[src/rtl/cla_pkg.sv]
// Shared definitions for the pipelined carry-lookahead adder: slice width,
// per-stage control record and the stage-count helper.
package cla_pkg;

  localparam int SLICE_W = 4;

  // Control part of a stage register; sum and residual operands are WIDTH-dependent
  // and are kept as vectors alongside it.
  typedef struct packed {
    logic v;
    logic c;
    logic msb_a;
    logic msb_b;
  } stage_ctl_t;

  function automatic int stages_of(input int width);
    return width / SLICE_W;
  endfunction

endpackage

[src/rtl/cla_4_bit.sv]
// Combinational 4-bit carry-lookahead slice.
module cla_4_bit (
  input  logic [3:0] a,
  input  logic [3:0] b,
  input  logic       cin,
  output logic [3:0] sum,
  output logic       cout
);

  logic [3:0] g;
  logic [3:0] p;
  logic [4:0] c;

  assign g = a & b;
  assign p = a ^ b;

  assign c[0] = cin;
  assign c[1] = g[0] | (p[0] & c[0]);
  assign c[2] = g[1] | (p[1] & g[0]) | (p[1] & p[0] & c[0]);
  assign c[3] = g[2] | (p[2] & g[1]) | (p[2] & p[1] & g[0]) | (p[2] & p[1] & p[0] & c[0]);
  assign c[4] = g[3] | (p[3] & g[2]) | (p[3] & p[2] & g[1]) | (p[3] & p[2] & p[1] & g[0])
              | (p[3] & p[2] & p[1] & p[0] & c[0]);

  assign sum  = p ^ c[3:0];
  assign cout = c[4];

endmodule

[src/rtl/cla_pipe_stage.sv]
// One pipeline stage: adds nibble K with a CLA slice and registers the
// partial sum, carry and remaining operands behind a valid/ready handshake.
module cla_pipe_stage
  import cla_pkg::*;
#(
  parameter int WIDTH = 16,
  parameter int K     = 0
) (
  input  logic             clk,
  input  logic             rst_n,
  input  stage_ctl_t       ctl_i,
  input  logic [WIDTH-1:0] sum_i,
  input  logic [WIDTH-1:0] a_i,
  input  logic [WIDTH-1:0] b_i,
  input  logic             ready_i,
  output logic             ready_o,
  output stage_ctl_t       ctl_o,
  output logic [WIDTH-1:0] sum_o,
  output logic [WIDTH-1:0] a_o,
  output logic [WIDTH-1:0] b_o
);

  logic [SLICE_W-1:0] s_nib;
  logic               c_nib;
  logic [WIDTH-1:0]   sum_nxt;

  cla_4_bit u_slice (
    .a    (a_i[K*SLICE_W +: SLICE_W]),
    .b    (b_i[K*SLICE_W +: SLICE_W]),
    .cin  (ctl_i.c),
    .sum  (s_nib),
    .cout (c_nib)
  );

  always_comb begin
    sum_nxt = sum_i;
    sum_nxt[K*SLICE_W +: SLICE_W] = s_nib;
  end

  // An empty slot accepts regardless of what sits downstream, so bubbles collapse.
  assign ready_o = ~ctl_o.v | ready_i;

  always_ff @(posedge clk or negedge rst_n) begin
    if (!rst_n) begin
      ctl_o <= '0;
      sum_o <= '0;
      a_o   <= '0;
      b_o   <= '0;
    end else if (ready_o) begin
      ctl_o.v <= ctl_i.v;
      if (ctl_i.v) begin
        ctl_o.c     <= c_nib;
        ctl_o.msb_a <= ctl_i.msb_a;
        ctl_o.msb_b <= ctl_i.msb_b;
        sum_o       <= sum_nxt;
        a_o         <= a_i;
        b_o         <= b_i;
      end
    end
  end

endmodule

[src/rtl/cla_pipe_adder.sv]
// Streaming WIDTH-bit adder: one 4-bit CLA slice per pipeline stage, carry
// registered between stages, valid/ready flow control with bubble collapse.
module cla_pipe_adder
  import cla_pkg::*;
#(
  parameter int WIDTH = 16
) (
  input  logic             clk,
  input  logic             rst_n,
  input  logic             in_valid,
  output logic             in_ready,
  input  logic [WIDTH-1:0] a,
  input  logic [WIDTH-1:0] b,
  input  logic             cin,
  output logic             out_valid,
  input  logic             out_ready,
  output logic [WIDTH-1:0] sum,
  output logic             cout,
  output logic             ovf
);

  localparam int STAGES = stages_of(WIDTH);

  if (((WIDTH % SLICE_W) != 0) || (WIDTH < 8)) begin : g_width_chk
    $fatal(1, "cla_pipe_adder: WIDTH must be a multiple of 4 and at least 8");
  end

  // Index k is the input of stage k; index STAGES is the last stage's register.
  stage_ctl_t       ctl_p [STAGES+1];
  logic [WIDTH-1:0] sum_p [STAGES+1];
  logic [WIDTH-1:0] opa_p [STAGES+1];
  logic [WIDTH-1:0] opb_p [STAGES+1];
  logic             rdy_p [STAGES+1];
  logic             unused_ops;

  assign ctl_p[0]      = '{v: in_valid, c: cin, msb_a: a[WIDTH-1], msb_b: b[WIDTH-1]};
  assign sum_p[0]      = '0;
  assign opa_p[0]      = a;
  assign opb_p[0]      = b;
  assign rdy_p[STAGES] = out_ready;
  assign in_ready      = rdy_p[0];

  for (genvar k = 0; k < STAGES; k++) begin : g_stage
    cla_pipe_stage #(
      .WIDTH (WIDTH),
      .K     (k)
    ) u_stage (
      .clk     (clk),
      .rst_n   (rst_n),
      .ctl_i   (ctl_p[k]),
      .sum_i   (sum_p[k]),
      .a_i     (opa_p[k]),
      .b_i     (opb_p[k]),
      .ready_i (rdy_p[k+1]),
      .ready_o (rdy_p[k]),
      .ctl_o   (ctl_p[k+1]),
      .sum_o   (sum_p[k+1]),
      .a_o     (opa_p[k+1]),
      .b_o     (opb_p[k+1])
    );
  end

  // Operands are fully consumed by the last slice.
  assign unused_ops = ^{opa_p[STAGES], opb_p[STAGES]};

  assign out_valid = ctl_p[STAGES].v;
  assign sum       = sum_p[STAGES];
  assign cout      = ctl_p[STAGES].c;
  assign ovf       = (ctl_p[STAGES].msb_a == ctl_p[STAGES].msb_b)
                   && (sum_p[STAGES][WIDTH-1] != ctl_p[STAGES].msb_a);

endmodule

[config.mk]
export PLATFORM = sky130hd
export DESIGN_NAME = cla_pipe_adder
export DESIGN_NICKNAME = d
export VERILOG_FILES = /design/src/rtl/cla_pkg.sv /design/src/rtl/cla_4_bit.sv /design/src/rtl/cla_pipe_stage.sv /design/src/rtl/cla_pipe_adder.sv
export SDC_FILE = /design/constraint.sdc
export NUM_CORES = 1
export LEC_CHECK = 0
export CAP_MARGIN = 40
export CORE_ASPECT_RATIO = 0.5
export CORE_MARGIN = 2
export CORE_UTILIZATION = 60
export DETAILED_ROUTE_END_ITERATION = 8
export DONT_BUFFER_PORTS = 1
export PLACE_DENSITY = 0.83
export SYNTH_ARGS = -nofsm -noshare
export SYNTH_HDL_FRONTEND = slang
export SYNTH_SLANG_ARGS = --single-unit
export TNS_END_PERCENT = 1
[constraint.sdc]
create_clock -name clk -period 4 [get_ports clk]
set_input_delay 0.6 -clock clk [delete_from_list [all_inputs] [get_ports clk]]
set_output_delay 0.6 -clock clk [all_outputs]
set_load 0.005 [all_outputs]
Yosys cells after proc, flatten, opt, wreduce, memory -nomap -nowiden
Cells that the tools add are included.
{"block": "word_totals", "ff_bits": 152, "inputBits": 37, "out_inout_bits": 20, "word_cells": 157}
{"block": "classes", "eq_ne": 2, "n_bitwise": 124, "reduce_logical": 5}
{"cell": "$and A1 B1 Y1", "count": 64}
{"cell": "$or A1 B1 Y1", "count": 44}
{"cell": "$xor A4 B4 Y4", "count": 8}
{"cell": "$and A4 B4 Y4", "count": 4}
{"cell": "$reduce_and A2 Y1", "count": 4}
{"cell": "$not A1 Y1", "count": 4}
{"cell": "$eq A1 B1 Y1", "count": 1}
{"cell": "$logic_and A1 B1 Y1", "count": 1}
{"cell": "$ne A1 B1 Y1", "count": 1}

Logic depth before layout (Yosys ltp)
{"block": "depth", "ltp_word": 6, "depth_mapped": 6, "ltp_nobuf": 5}

Modules after synthesis
Synthesis repeated with hierarchy kept, for this count alone.
{"block": "hier_totals", "hier_cells": 508, "area_unflattened_um2": 9190.1}
{"module": "cla_pipe_stage", "instances": 4, "cells_per_inst": 111, "area_per_inst_um2": 2150.8, "seq_area_each_um2": 1301.2}
{"module": "cla_4_bit (g_stage[0].u_stage.u_slice ...)", "instances": 2, "cells_per_inst": 17, "area_per_inst_um2": 147.6, "seq_area_each_um2": 0.0}
{"module": "cla_4_bit (g_stage[2].u_stage.u_slice ...)", "instances": 2, "cells_per_inst": 13, "area_per_inst_um2": 132.6, "seq_area_each_um2": 0.0}
{"module": "cla_pipe_adder", "instances": 1, "cells_per_inst": 4, "area_per_inst_um2": 26.3, "seq_area_each_um2": 0.0}

Worst setup path before layout
OpenSTA, ideal clock, no wires.
{"block": "synth_path", "path_type": "in2out", "start": "input port out_ready", "end": "output port in_ready", "t_arrival_ps": 1092, "t_required_ps": 3400, "slack_ps": 2308, "stages": 2, "path_buffers": 0, "path_cell_list": "nand4b_4 > or2_2"}
{"block": "synth_between", "elab_chain_len": 4}
{"item": "start: declaration", "line_no": "cla_pipe_adder.sv:16", "source": "input logic out_ready,"}
{"item": "$or A1 B1 Y1 (4 in a row)", "line_no": "cla_pipe_stage.sv:41", "source": "assign ready_o = ~ctl_o.v | ready_i;"}
{"item": "end: declaration", "line_no": "cla_pipe_adder.sv:11", "source": "output logic in_ready,"}
No other way between the ends.

Worst setup path after layout
{"block": "layout_path", "start": "register g_stage[3].u_stage.ctl_o[3] (netlist bit)", "end": "register g_stage[3].u_stage.ctl_o[2] (netlist bit)"}
{"block": "layout_between", "elab_chain_len": 3}
{"item": "start: declaration", "line_no": "cla_pipe_stage.sv:17", "source": "output stage_ctl_t ctl_o,"}
{"item": "$not A1 Y1", "line_no": "cla_pipe_stage.sv:41"}
{"item": "$or A1 B1 Y1", "line_no": "cla_pipe_stage.sv:41"}
{"item": "$reduce_and A2 Y1 (no source line)"}
No other way between the ends.
A chain may end at the register's enable or synchronous reset.

==> run_results.csv <==
group,metric,value,unit
critical_path,cp.required,4.22,ns
synth,yosys_most_used_dff,"dfrtp_1",
critical_path,worst-setup-path-type,"flop to flop",
timing,tightest_slew,0.8724,ns
layout,fin_cells,402,
timing,rsz0062_at_grt,"no",
critical_path,critPathCapture,"g_stage[3].u_stage.ctl_o[2]",
placed_design,globalplace.congestion,0.7584,
clocking,ctsHtreeMaxLevel,3,
critical_path,rr_startpoint,"g_stage[3].u_stage.ctl_o[3]",
power,power_density,704.0,mW/mm^2
synth,synth_top_family_by_area,"multiplexers",
global_route,grt_antenna_before_repair,0,
critical_path,cp.arrival,2.19,ns
synth,syn_area_per_cell,14.03,um^2
floorplanning,dieHeight,63.32,um
timing,maxSlewViolCount,0,
layout,antenna_cells,0,
floorplanning,die_w,122.6,um
timing,final.setup.tns,0,ns
routing,drtPass1Iterations,4,
critical_path,cp_max_fo,23,
synth,syn-num-nets,358,
synth,ys_seq_elements,98,
timing,clock_skew,0.008297,ns
global_route,grt_max_degree,99,
synth,synth_edf_count,0,
floorplanning,design.die.area,0.007766,mm^2
synth,synth_xor_area_frac,0.02281,
clocking,clock-sinks,98,
power,power_leakage,2.063,nW
synth,synth_top_area_frac,0.5807,
synth,seq_area_frac_synth,0.5807,
synth,synthSimpleGateAreaFrac,0.03881,
synth,synth_most_common_cell,"dfrtp_1",
floorplanning,rows,21,
synth,synth_cells,301,
clocking,post-cts-setup-buffers,0,
placed_design,dp_hpwl,5.013,mm
critical_path,reg2reg_setup_slack,2.02,ns
layout,areaGrowthSynthToFinish,10.67,%
placed_design,placed_cells,386,
global_route,grt_usage,0.2197,
outcome,status,"finished clean",
timing,period_share,0.4939,
global_route,grt_pass1_vias,2587,
clocking,clk_path_buf_depth,2,
global_route,overflow,0,
synth,async_flop_share,1.000,
clocking,cts_buffers,9,
flow_run,maxCapViolations,0,
timing,fmax,506.2,MHz
synth,synthTopCellsByArea,"dfrtp_1, mux2_2, ha_1",
floorplanning,core-area,0.006753,mm^2
global_route,grt_pass1_wl,12.53,mm
critical_path,reg2reg_to,"g_stage[3].u_stage.ctl_o[2]",
clocking,clock_latency,0.35,ns
routing,viasPerCell,5.719,
routing,drt_wl_total,7.358,mm
placed_design,io_buffers,0,
timing,slew-limit-headroom,0.4170,
clocking,clk_pin_slew,0.07,ns
critical_path,r2r_cells,4,
layout,nNetsFinal,363,
synth,synth_area,0.004223,mm^2
routing,route.vias.total,2299,
synth,ys_top_cells_by_count,"dfrtp_1, mux2_2, nand2_1",
hold_path,hold_class,"primary input to async pin",
timing,hold_viol_final,0,
synth,synthAdderAreaFrac,0.06637,
critical_path,start_kind,"flop",
timing,period_minus_slack,1.975,ns
synth,synth_top_cell_by_area,"dfrtp_1",
critical_path,endpoint_kind,"flop",
routing,drc,0,
synth,ys_warn_count,0,
layout,fin_area,0.004673,mm^2
routing,ant_nets,0,
synth,synth.area.mux_share,0.2000,
clocking,cts_tree,"yes",
power,worst_ir_drop_vdd,0.2813,mV
floorplanning,start_util,0.6253,
routing,drt_iter0_markers,134,
floorplanning,ios,57,
synth,synth_cell_types,23,
synth,synth_compound_area_frac,0.06370,
clocking,root_buffer,"clkbuf_16",
placed_design,placedInstanceArea,0.004329,mm^2
timing,setup_viol,0,
routing,wl_per_cell,18.30,um
critical_path,crit_start,"g_stage[3].u_stage.ctl_o[3]",
layout,drive_gt1_frac,0.3129,
## state kept, by name, summed over array words and instances, names as in the netlist
signal	flops
g_stage.u_stage.b_o	24
g_stage.u_stage.a_o	24
g_stage.u_stage.ctl_o	10
g_stage.u_stage.sum_o	40
## cells in the final DEF, fill, tap and decap left out, drive strengths merged
cell type / instances
a21o: 3
a211oi: 9
inv: 11
nor2: 6
a21oi: 6
nand2: 21
ha: 16
mux2: 75
or2: 1
o31ai: 1
nand2b: 4
o21bai: 4
clkinvlp: 3
buf: 4
clkbuf: 9
nand4b: 1
fa: 4
nand3b: 1
dfrtp: 98
bufinv: 2
o21ai: 20
xnor2: 6
xor2: 5
## area by class of cell
| type | count | area (um^2) |
|---|---|---|
| clock inverter | 6 | 91.34 |
| fill | 424 | 2079 |
| timing repair buffer | 4 | 97.59 |
| tap | 92 | 115.1 |
| sequential | 98 | 2452 |
| multi-input combinational | 183 | 1654 |
| clock buffer | 9 | 225.2 |
| inverter | 10 | 37.54 |
## worst min-delay path by stage
stage | from | end | cells after the start
6_report | rst_n | g_stage[1].u_stage.sum_o[0] | 1
3_5_place_dp | rst_n | g_stage[0].u_stage.sum_o[1] | 0
4_1_cts | rst_n | g_stage[3].u_stage.sum_o[2] | 1
3_3_place_gp | rst_n | g_stage[0].u_stage.sum_o[1] | 0
5_1_grt | rst_n | g_stage[1].u_stage.sum_o[0] | 1
2_1_floorplan | rst_n | g_stage[0].u_stage.a_o[10] | 0
## critical path, cell delays in order, from the launching register on
cell	delay [ns]
dfrtp_1	0.46
nand2b_1	0.17
nand2_1	0.53
a211oi_1	0.58
nor2_1	0.09
## what timing repair did
action	4_1_cts	5_1_grt
hold buffers	1	0
resized for setup	0	0
endpoints found under the hold margin	98	0
## metrics by stage
step	util	worst slack (ns)	total power [mW]	hold slack [ns]
after global routing	0.6921	1.965	3.491	0.2038
after global placement	0.6307	1.823	2.255	0.3066
after floorplan	-	2.308	2.141	0.3044
after CTS	0.6921	2.014	3.314	0.1861
after detailed placement	0.6411	1.975	2.362	0.3060
final	0.6921	2.025	3.290	0.1610
## kinds of logic (layout without fill, tap and decap cells)
| family | count (synthesis) | after routing |
|---|---|---|
| xor+xnor | 11 | 11 |
| flops | 98 | 98 |
| compound gates | 43 | 43 |
| simple gates | 34 | 34 |
| buf+inv | 20 | 29 |
| mux | 75 | 75 |
| fa+ha+maj | 20 | 20 |
## routing by layer
metal / wire, um / share of wire / vias up / global-route usage
met1: 2830 / 0.38 / 1172 / 0.2409
met5: 0 / 0 / - / 0
met2: 4001 / 0.54 / 43 / 0.3896
li1: - / - / 1068 / -
met3: 371 / 0.050 / 16 / 0.07428
met4: 153 / 0.021 / 0 / 0.09483
## where the power goes
part / switching (mW) / total (mW) / internal, mW
sequential: 0.232 / 1.56 / 1.33
combinational: 0.379 / 0.825 / 0.446
clock: 0.361 / 0.907 / 0.546
No activity file was read; power rests on OpenSTA's default activity.
